$ cat config.mk
export PLATFORM = sky130hd
export DESIGN_NAME = aes_round_ctrl
export DESIGN_NICKNAME = d
export VERILOG_FILES = /design/src/rtl/aes_round_ctrl.sv
export SDC_FILE = /design/constraint.sdc
export NUM_CORES = 1
export LEC_CHECK = 0
export ABC_AREA = 1
export BUFFER_PORTS_ARGS = -buffer_cell sky130_fd_sc_hd__buf_2
export CAP_MARGIN = 20
export CORE_AREA = 4 4 249 251
export DETAILED_ROUTE_END_ITERATION = 7
export DIE_AREA = 0 0 253 255
export HOLD_SLACK_MARGIN = 0.02
export SKIP_CTS_REPAIR_TIMING = 1
export SYNTH_ARGS = -nofsm -noshare
export SYNTH_HDL_FRONTEND = slang
export SYNTH_SLANG_ARGS = --single-unit
$ cat constraint.sdc
create_clock -name clk -period 1.5 [get_ports clk]
set_input_delay 0.075 -clock clk [delete_from_list [all_inputs] [get_ports clk]]
set_output_delay 0.075 -clock clk [all_outputs]
set_load 0.01 [all_outputs]
$ cat src/rtl/aes_round_ctrl.sv
// Iterative AES encryption sequencer: owns the 128-bit state and round counter around one shared round datapath.
// Optional abort input is enabled by defining AES_CTRL_ABORT_EN.
module aes_round_ctrl #(
  parameter int NR     = 14,
  parameter int RIDX_W = 4
) (
  input  logic              clk,
  input  logic              rst_n,
`ifdef AES_CTRL_ABORT_EN
  input  logic              abort,
`endif
  input  logic              in_valid,
  output logic              in_ready,
  input  logic [127:0]      in_data,
  output logic [RIDX_W-1:0] rk_idx,
  input  logic [127:0]      rk_in,
  output logic [127:0]      rnd_in,
  output logic              rnd_last,
  input  logic [127:0]      rnd_out,
  output logic              out_valid,
  input  logic              out_ready,
  output logic [127:0]      out_data,
  output logic              busy
);

  typedef enum logic [1:0] {
    IDLE  = 2'd0,
    ROUND = 2'd1,
    DONE  = 2'd2
  } fsm_e;

  localparam logic [RIDX_W-1:0] LAST_RND = RIDX_W'(NR);
  localparam logic [RIDX_W-1:0] ONE_RND  = RIDX_W'(1);

  fsm_e              fsm_q, fsm_d;
  logic [RIDX_W-1:0] round_q, round_d;
  logic [127:0]      blk_q, blk_d;
  logic              abort_req;

`ifdef AES_CTRL_ABORT_EN
  assign abort_req = abort;
`else
  assign abort_req = 1'b0;
`endif

  always_ff @(posedge clk or negedge rst_n) begin
    if (!rst_n) begin
      fsm_q   <= IDLE;
      round_q <= '0;
      blk_q   <= '0;
    end else begin
      fsm_q   <= fsm_d;
      round_q <= round_d;
      blk_q   <= blk_d;
    end
  end

  // The final ROUND cycle hands over to DONE; >= keeps a corrupted counter from running past NR.
  always_comb begin
    fsm_d   = fsm_q;
    round_d = round_q;
    blk_d   = blk_q;
    case (fsm_q)
      IDLE: begin
        if (in_valid) begin
          blk_d   = in_data ^ rk_in;
          round_d = ONE_RND;
          fsm_d   = ROUND;
        end
      end
      ROUND: begin
        if (abort_req) begin
          blk_d   = '0;
          round_d = '0;
          fsm_d   = IDLE;
        end else begin
          blk_d = rnd_out ^ rk_in;
          if (round_q >= LAST_RND) begin
            round_d = '0;
            fsm_d   = DONE;
          end else begin
            round_d = round_q + ONE_RND;
          end
        end
      end
      DONE: begin
        if (abort_req) begin
          blk_d   = '0;
          round_d = '0;
          fsm_d   = IDLE;
        end else if (out_ready) begin
          fsm_d = IDLE;
        end
      end
      default: begin
        blk_d   = '0;
        round_d = '0;
        fsm_d   = IDLE;
      end
    endcase
  end

  // Datapath-facing outputs depend only on registers, never on inputs.
  assign in_ready  = (fsm_q == IDLE);
  assign busy      = (fsm_q == ROUND);
  assign out_valid = (fsm_q == DONE);
  assign rk_idx    = (fsm_q == ROUND) ? round_q : '0;
  assign rnd_last  = (fsm_q == ROUND) && (round_q == LAST_RND);
  assign rnd_in    = blk_q;
  assign out_data  = blk_q;

endmodule

# After elaboration in Yosys (flattened, before gate mapping)
# Cells that the tools add are included.
# op_classes
n_addsub	1
mul	0
n_div	0
magnitude_cmp	1
eq_ne	6
shifts	0
n_mux	10
bitwise_logic	3
reduce_logical	4
# op_table
operator	n
128-bit case mux with 3 select lines	1
128-bit XOR	2
128-bit 2-to-1 mux	1
4-bit 2-to-1 mux	3
4-bit case mux with 3 select lines	1
2-bit 2-to-1 mux	3
2-bit case mux with 3 select lines	1
4-bit by 1-bit adder with 4-bit output (second input constant)	1
4-bit == test (second input constant)	1
4-bit greater-or-equal comparator (second input constant)	1
2-bit by 1-bit inequality test with 1-bit output (second input constant)	2
3-bit AND reduction	1
2-bit by 1-bit == test with 1-bit output (second input constant)	1
2-bit == test (second input constant)	1
2-bit zero test	1
2-bit inequality test (second input constant)	1
2-bit AND reduction	1
1-bit logical AND	1
1-bit NOT	1
# totals
register_bits	134
latch_bits	0
ramBits	0
mem_bits_ro	0
inputBits	388
output_inout_bits	264
elab_cells	28
memories	0

# Depth between registers and ports, before layout
# Gate-level depths: netlist of run 1.
# depth
word_depth	3
depth_mapped	9
depth_no_buf	9

# Least setup slack after synthesis of run 1
# OpenSTA, ideal clock, no wires.
# synth_timing
path_kind	register -> register
startpoint	reg fsm_q[0]
endpoint	reg blk_q[38], in the netlist out_data[38]
setup_ns	0.118
t_arrival_ns	1.281
t_required_ns	1.382
slack_ns	0.101
path_stages_with_launch	10
path_buffers	3
period_less_slack_ns	1.399
cell_sequence	dfrtp_1 -> buf_2 -> nand2_1 -> buf_2 -> buf_2 -> nand2_1 -> nand2_1 -> nand2_1 -> nand3_1 -> nand2_1
# synth_via
elab_chain_len	3
elab_cells_between_ends	7
cone_classes	eq/ne: 3; mux: 1; bitwise: 1; reduce/logical: 2
# synth_lines
element	line_no	rtl
start: declaration	35	fsm_e fsm_q, fsm_d;
start signal: assignment	52	fsm_q <= fsm_d;
2-bit zero test / 2-bit == test (equally long branches)	63	case (fsm_q)
2-bit inequality test (no line) / 1-bit NOT (equally long branches)	n/a	
2-bit AND reduction (no line)	n/a	
end signal: assignment	54	blk_q <= blk_d;
end: declaration	37	logic [127:0] blk_q, blk_d;
# Parallel ways exist; a longest one is shown, timed or not.
# A chain may end at the register's enable or synchronous reset.

# Final worst setup path of run 1
# layout_timing
startpoint	reg fsm_q[0]
endpoint	out rnd_last
# layout_via
elab_chain_len	2
# layout_lines
element	line_no	rtl
2-bit by 1-bit == test with 1-bit output	108	assign rnd_last = (fsm_q == ROUND) && (round_q == LAST_RND);
1-bit logical AND	108	
end: declaration	18	output logic rnd_last,
# No other way between the ends.

==> results.sh, run 1 <==
export IMPL_worst_clock_skew_ns=0.01046
export IMPL_cp_data_required_time_ns=1.42
export IMPL_yosys_warnings=0
export IMPL_via_per_inst=4.221
export IMPL_die_h_um=255
export IMPL_maxCapViolCount=0
export IMPL_synth_nets=1794
export IMPL_synth_top_family_by_area="simple AND/OR/NAND/NOR gates"
export IMPL_hold_viol=4
export IMPL_fin_crit_ns=1.655
export IMPL_synth_area_mm2=0.009497
export IMPL_crit_type="register to primary output"
export IMPL_synthMuxAreaShare_pct=0
export IMPL_drive_gt1_share_pct=36.53
export IMPL_grt_overflow=0
export IMPL_crit_chain="nand2_8 -> buf_12 -> nor3_4 -> buf_6"
export IMPL_pin_count=652
export IMPL_start_kind="register"
export IMPL_power_density_mw_per_mm2=1886
export IMPL_clockBufferDepth=2
export IMPL_drt_wl_total_mm=52.93
export IMPL_synthCells=1404
export IMPL_rrSetupSlack_ns=-0.13
export IMPL_crit_arrival_ns=1.58
export IMPL_core_mm2=0.05991
export IMPL_placedCellCount=2694
export IMPL_gr_usage_all_layers_pct=12.59
export IMPL_syn_area_per_cell_um2=6.764
export IMPL_yosysUniqueCellTypes=17
export IMPL_stdcell_count=3028
export IMPL_clock_root_buffer="clkbuf_16"
export IMPL_failed_checks="hold timing, setup timing"
export IMPL_antenna_left=0
export IMPL_outcome="finished, violations left"
export IMPL_cts_tree="built"
export IMPL_cts_max_level=4
export IMPL_cts_made_buffers=17
export IMPL_ys_ff_latch=134
export IMPL_finalSetupViolations=136
export IMPL_most_common_layout_cells="nand2_1, buf_2, dlygate4sd3_1"
export IMPL_tightest_slew_ns=0.4615
export IMPL_hold_slack_ns=-0.02672
export IMPL_clkTransAtPathRegs_ns=0.06
export IMPL_clock_latency_ns=0.46
export IMPL_drt_iter0_drc=886
export IMPL_ir_worst_vdd_mv=1.094
export IMPL_cts_sinks=134
export IMPL_synthAdderAreaFrac_pct=0.2635
export IMPL_place_hpwl_mm=34.49
export IMPL_rows=90
export IMPL_grt_pass1_wl_mm=61.23
export IMPL_rsz0062_at_grt="true"
export IMPL_fmax_ghz=0.6041
export IMPL_maxSlewViolCount=0
export IMPL_critPathMaxFanout=5
export IMPL_synth_compound_area_share_pct=0.1976
export IMPL_cp_slowest_stage_delay_ns=0.52
export IMPL_synth_simple_gate_area_share_pct=50.20
export IMPL_final_setup_worst_slack_ns=-0.1553
export IMPL_drtPass1Iterations=5
export IMPL_layout_commonest_cell="nand2_1"
export IMPL_grt_antenna_before_repair=5
export IMPL_fill_cells=6359
export IMPL_finalNetCount=2622
export IMPL_drc=0
export IMPL_leakage_nw=9.363
export IMPL_wl_per_cell_um=17.48
export IMPL_hold_class="input pin to register"
export IMPL_register_area_mm2=0.003357
export IMPL_cpMaxStageDelayCell="dfrtp_4"
export IMPL_multiInputGateArea_mm2=0.005016
export IMPL_start_util_pct=15.85
export IMPL_portBuffers=651
export IMPL_die_x_um=253
export IMPL_synthToLayoutAreaGrowth_pct=83.00
export IMPL_gp_congestion=0.8776
export IMPL_route_vias_total=12780
export IMPL_slew_headroom_pct=69.23
export IMPL_dieArea_mm2=0.06452
export IMPL_synth_xor_area_share_pct=0.1845
export IMPL_yosysSeqAreaShare_pct=35.31
export IMPL_period_share_pct=110.4
export IMPL_grt_max_degree=51
export IMPL_grt_pass1_vias=10640
export IMPL_endpoint_kind="primary output"
-- path summary, 6_finish.rpt --
kind	start	cells past startpoint	to
max in group asynchronous	rst_n	3	fsm_q[0]$_DFFE_PN0P_
hold reg to reg	out_data[69]$_DFFE_PN0P_	2	out_data[69]$_DFFE_PN0P_
min in group asynchronous	rst_n	2	out_data[3]$_DFFE_PN0P_
hold / removal	in_data[116]	5	out_data[116]$_DFFE_PN0P_
setup reg to reg	fsm_q[1]$_DFFE_PN0P_	9	out_data[17]$_DFFE_PN0P_
setup / recovery	fsm_q[0]$_DFFE_PN0P_	4	rnd_last
-- registers in the layout (all words and copies together) (netlist names) --
| name | cells |
|---|---|
| out_data | 128 |
| fsm_q | 2 |
| round_q | 4 |
-- cell usage after synthesis, drive strengths merged --
cell type  count  area (um^2)
dfrtp        134         3353
a21oi          1        8.760
nand3        259         1296
inv           10        37.53
buf          168         1161
nor2           7        26.28
nand4          2        12.51
o21ai          2        10.01
ha             2        25.02
nor3           1        5.000
xor2           2        17.52
nand3b       128        960.9
nand2        657         2466
clkbuf        31        116.4
-- power breakdown --
part	total, mW	switching [mW]	internal [mW]
combinational	21.2	11.9	9.23
sequential	7.36	1.91	5.45
clock	4.26	1.73	2.53
total	32.8	15.6	17.2
-- critical path, delay by kind of cell (launching register included) --
kind | cells | cell delay, ns
flops | 1 | 0.52
simple gates | 2 | 0.31
buf+inv | 2 | 0.28
-- through the flow --
stage           TNS, ns  cell area [um^2]  total power, mW  util, %  worst slack (ns)
2_1_floorplan         0              9497            18.03        -            0.1009
4_1_cts          -2.706             13700            28.57    22.86           -0.6770
5_1_grt          -23.03             17380            35.38    29.01           -0.2945
3_3_place_gp   -0.06579             13120            23.94    21.91          -0.06579
3_5_place_dp    -0.1040             13120            24.08    21.91           -0.1040
6_report         -10.57             17380            32.78    29.01           -0.1553
-- per-layer routing --
layer / routed length [um] / track usage (%)
met3: 3731 / 3.465
met1: 19760 / 14.23
met4: 2999 / 6.682
met5: 42 / 0
met2: 26400 / 21.72
-- kinds of logic (layout without fill, tap and decap cells) --
family	after synthesis	after routing
AOI/OAI and AO/OA	3	3
adders and majority gates	2	2
DFF	134	134
other	0	1
buffers and inverters	209	1050
xor gates and xnor gates	2	2
and+or+nand+nor	1054	1054
-- layout make-up --
type                    count  share of cell area, %
clock buffers              25                  2.736
well taps                 782                  5.630
diodes                      1                0.01440
inverters                  10                 0.2448
multi-input cells        1061                  28.86
repair buffers           1008                  42.64
clock inverters             7                 0.5544
flip-flops and latches    134                  19.32
No activity file was read; power rests on OpenSTA's default activity.
==> run 2: changes to the inputs <==
Settings changed: HOLD_SLACK_MARGIN 0.02 to 0.06.
==> run 2 against run 1 <==
Compared with the run above:
- the flow finishes with violations (setup timing)
- sequential cell count is the same
- worst hold slack improved by 0.047 ns
- first-iteration DRC count up 8.6%
- clock skew hardly changed
- non-clock buffer count is 91 higher
- die area is the same
- sequential power about the same
- routed wire length rose by 4.6%
- largest cell class unchanged
- design area grew 5.2%
- final cell count rose by 3.0%
==> results.sh, run 2 (synthesis results as in run 1) <==
export IMPL_worst_clock_skew_ns=0.01016
export IMPL_r2r_end="out_data[108]$_DFFE_PN0P_"
export IMPL_grt_max_degree=51
export IMPL_grt_pass1_wl_mm=61.23
export IMPL_dieArea_mm2=0.06452
export IMPL_cts_sinks=134
export IMPL_cts_tree="built"
export IMPL_via_per_inst=4.266
export IMPL_pin_count=652
export IMPL_largest_reg_flops=128
export IMPL_start_util_pct=15.85
export IMPL_p_seq_share_pct=22.3
export IMPL_finalNetCount=2713
export IMPL_clockBufferDepth=2
export IMPL_fin_util_pct=30.53
export IMPL_drtPass1Iterations=6
export IMPL_hold_path_startpoint="rnd_out[116]"
export IMPL_start_kind="register"
export IMPL_crit_arrival_ns=1.58
export IMPL_drt_wl_total_mm=55.35
export IMPL_switching_share_pct=47.62
export IMPL_drive_gt1_share_pct=35.10
export IMPL_rows=90
export IMPL_cp_data_required_time_ns=1.42
export IMPL_cts_max_level=4
export IMPL_power_density_mw_per_mm2=1813
export IMPL_gp_congestion=0.8776
export IMPL_gr_usage_all_layers_pct=12.59
export IMPL_portBuffers=651
export IMPL_place_hpwl_mm=34.49
export IMPL_period_share_pct=110.3
export IMPL_placed_area_mm2=0.01312
export IMPL_core_mm2=0.05991
export IMPL_crit_type="register to primary output"
export IMPL_cts_made_buffers=17
export IMPL_grt_antenna_before_repair=5
export IMPL_maxCapViolCount=0
export IMPL_finalSetupViolations=135
export IMPL_clock_root_buffer="clkbuf_16"
export IMPL_critPathMaxFanout=5
export IMPL_endpoint_kind="primary output"
export IMPL_rsz0062_at_grt="true"
export IMPL_slew_headroom_pct=68.92
export IMPL_hold_class="input pin to register"
export IMPL_most_common_layout_cells="nand2_1, buf_2, dlygate4sd3_1"
export IMPL_reg2reg_from="fsm_q[1]$_DFFE_PN0P_"
export IMPL_crit_start="fsm_q[0]$_DFFE_PN0P_"
export IMPL_grt_pass1_vias=10640
export IMPL_wl_per_cell_um=17.75
export IMPL_stdcell_count=3119
export IMPL_ir_worst_vdd_mv=1.113
export IMPL_hold_path_end="out_data[116]$_DFFE_PN0P_"
export IMPL_p_int_mw=17.37
export IMPL_leakage_nw=9.743
export IMPL_combPwrFrac_pct=64.9
export IMPL_tightest_slew_ns=0.4662
export IMPL_rrSetupSlack_ns=-0.14
export IMPL_fin_setup_tns_ns=-11.53
export IMPL_final_setup_worst_slack_ns=-0.1540
export IMPL_antenna_left=0
export IMPL_maxSlewViolCount=0
export IMPL_hold_viol=0
export IMPL_layout_commonest_cell="nand2_1"
export IMPL_power_mw=33.16
export IMPL_fin_crit_ns=1.654
export IMPL_fmax_ghz=0.6046
export IMPL_clock_latency_ns=0.46
export IMPL_final_area_mm2=0.01829
export IMPL_outcome="finished, violations left"
export IMPL_drc=0
export IMPL_die_h_um=255
export IMPL_ff2ff_path_depth=9
export IMPL_p_switching_mw=15.79
export IMPL_route_vias_total=13310
export IMPL_fill_cells=6204
export IMPL_grt_overflow=0
export IMPL_worstHoldPathCells=5
export IMPL_failed_checks="setup timing"
export IMPL_drt_iter0_drc=962
export IMPL_die_x_um=253
export IMPL_placedCellCount=2694
export IMPL_synthToLayoutAreaGrowth_pct=92.60
export IMPL_clkTransAtPathRegs_ns=0.06
export IMPL_power_frac_clock_pct=12.8
run 2: cell types whose count changed in the layout (fill, tap and decap cells not counted), sizes merged:
cell / previous run / this run
dlygate4sd3: 251 / 342
run 2: critical path, cell delays in order, from the launching register on:
cell	delay, ns
dfrtp_4	0.52
nand2_8	0.09
buf_12	0.14
nor3_4	0.22
buf_6	0.14
run 2: through the flow:
step	hold slack, ns	worst slack, ns
floorplan	-0.2206	0.1009
global placement	0.04243	-0.06579
detailed placement	0.05026	-0.1040
CTS	-0.4889	-0.6770
global route	0.05159	-0.2945
finish	0.02013	-0.1540
run 2: final cells by class:
cell class | count | area, um^2 | area share (%)
multi-input combinational | 1061 | 5016 | 27.43
clock buffer | 25 | 475.5 | 2.600
inverter | 10 | 42.54 | 0.2326
sequential | 134 | 3357 | 18.35
clock inverter | 7 | 96.34 | 0.5267
timing repair buffer | 1099 | 8322 | 45.50
antenna | 1 | 2.502 | 0.01368
tap | 782 | 978.4 | 5.350
run 2: metal layers:
layer	wire, um	GRT usage, %	vias to the layer above	share of wire, %
met2	27540	21.72	784	50
met3	3932	3.465	172	7.1
li1	-	-	6295	-
met1	20530	14.23	6050	37
met4	3296	6.682	6	6.0
met5	44	0	-	0.079
run 2: worst max-delay path by stage:
stage / endpoint / slack [ns]
after CTS: rnd_last / -0.68
after global placement: rnd_last / -0.07
after global routing: rnd_last / -0.29
after detailed placement: rnd_last / -0.10
final: rnd_last / -0.15
after floorplan: out_data[38]$_DFFE_PN0P_ / 0.10
run 2: power by group through the flow:
stage               clock (mW)  combinational (mW)  sequential (mW)
floorplan                    0                10.5             7.51
global placement             0                16.6             7.34
detailed placement           0                16.7             7.34
CTS                       4.49                16.7             7.34
global route              4.63                23.4             7.60
finish                    4.26                21.5             7.39
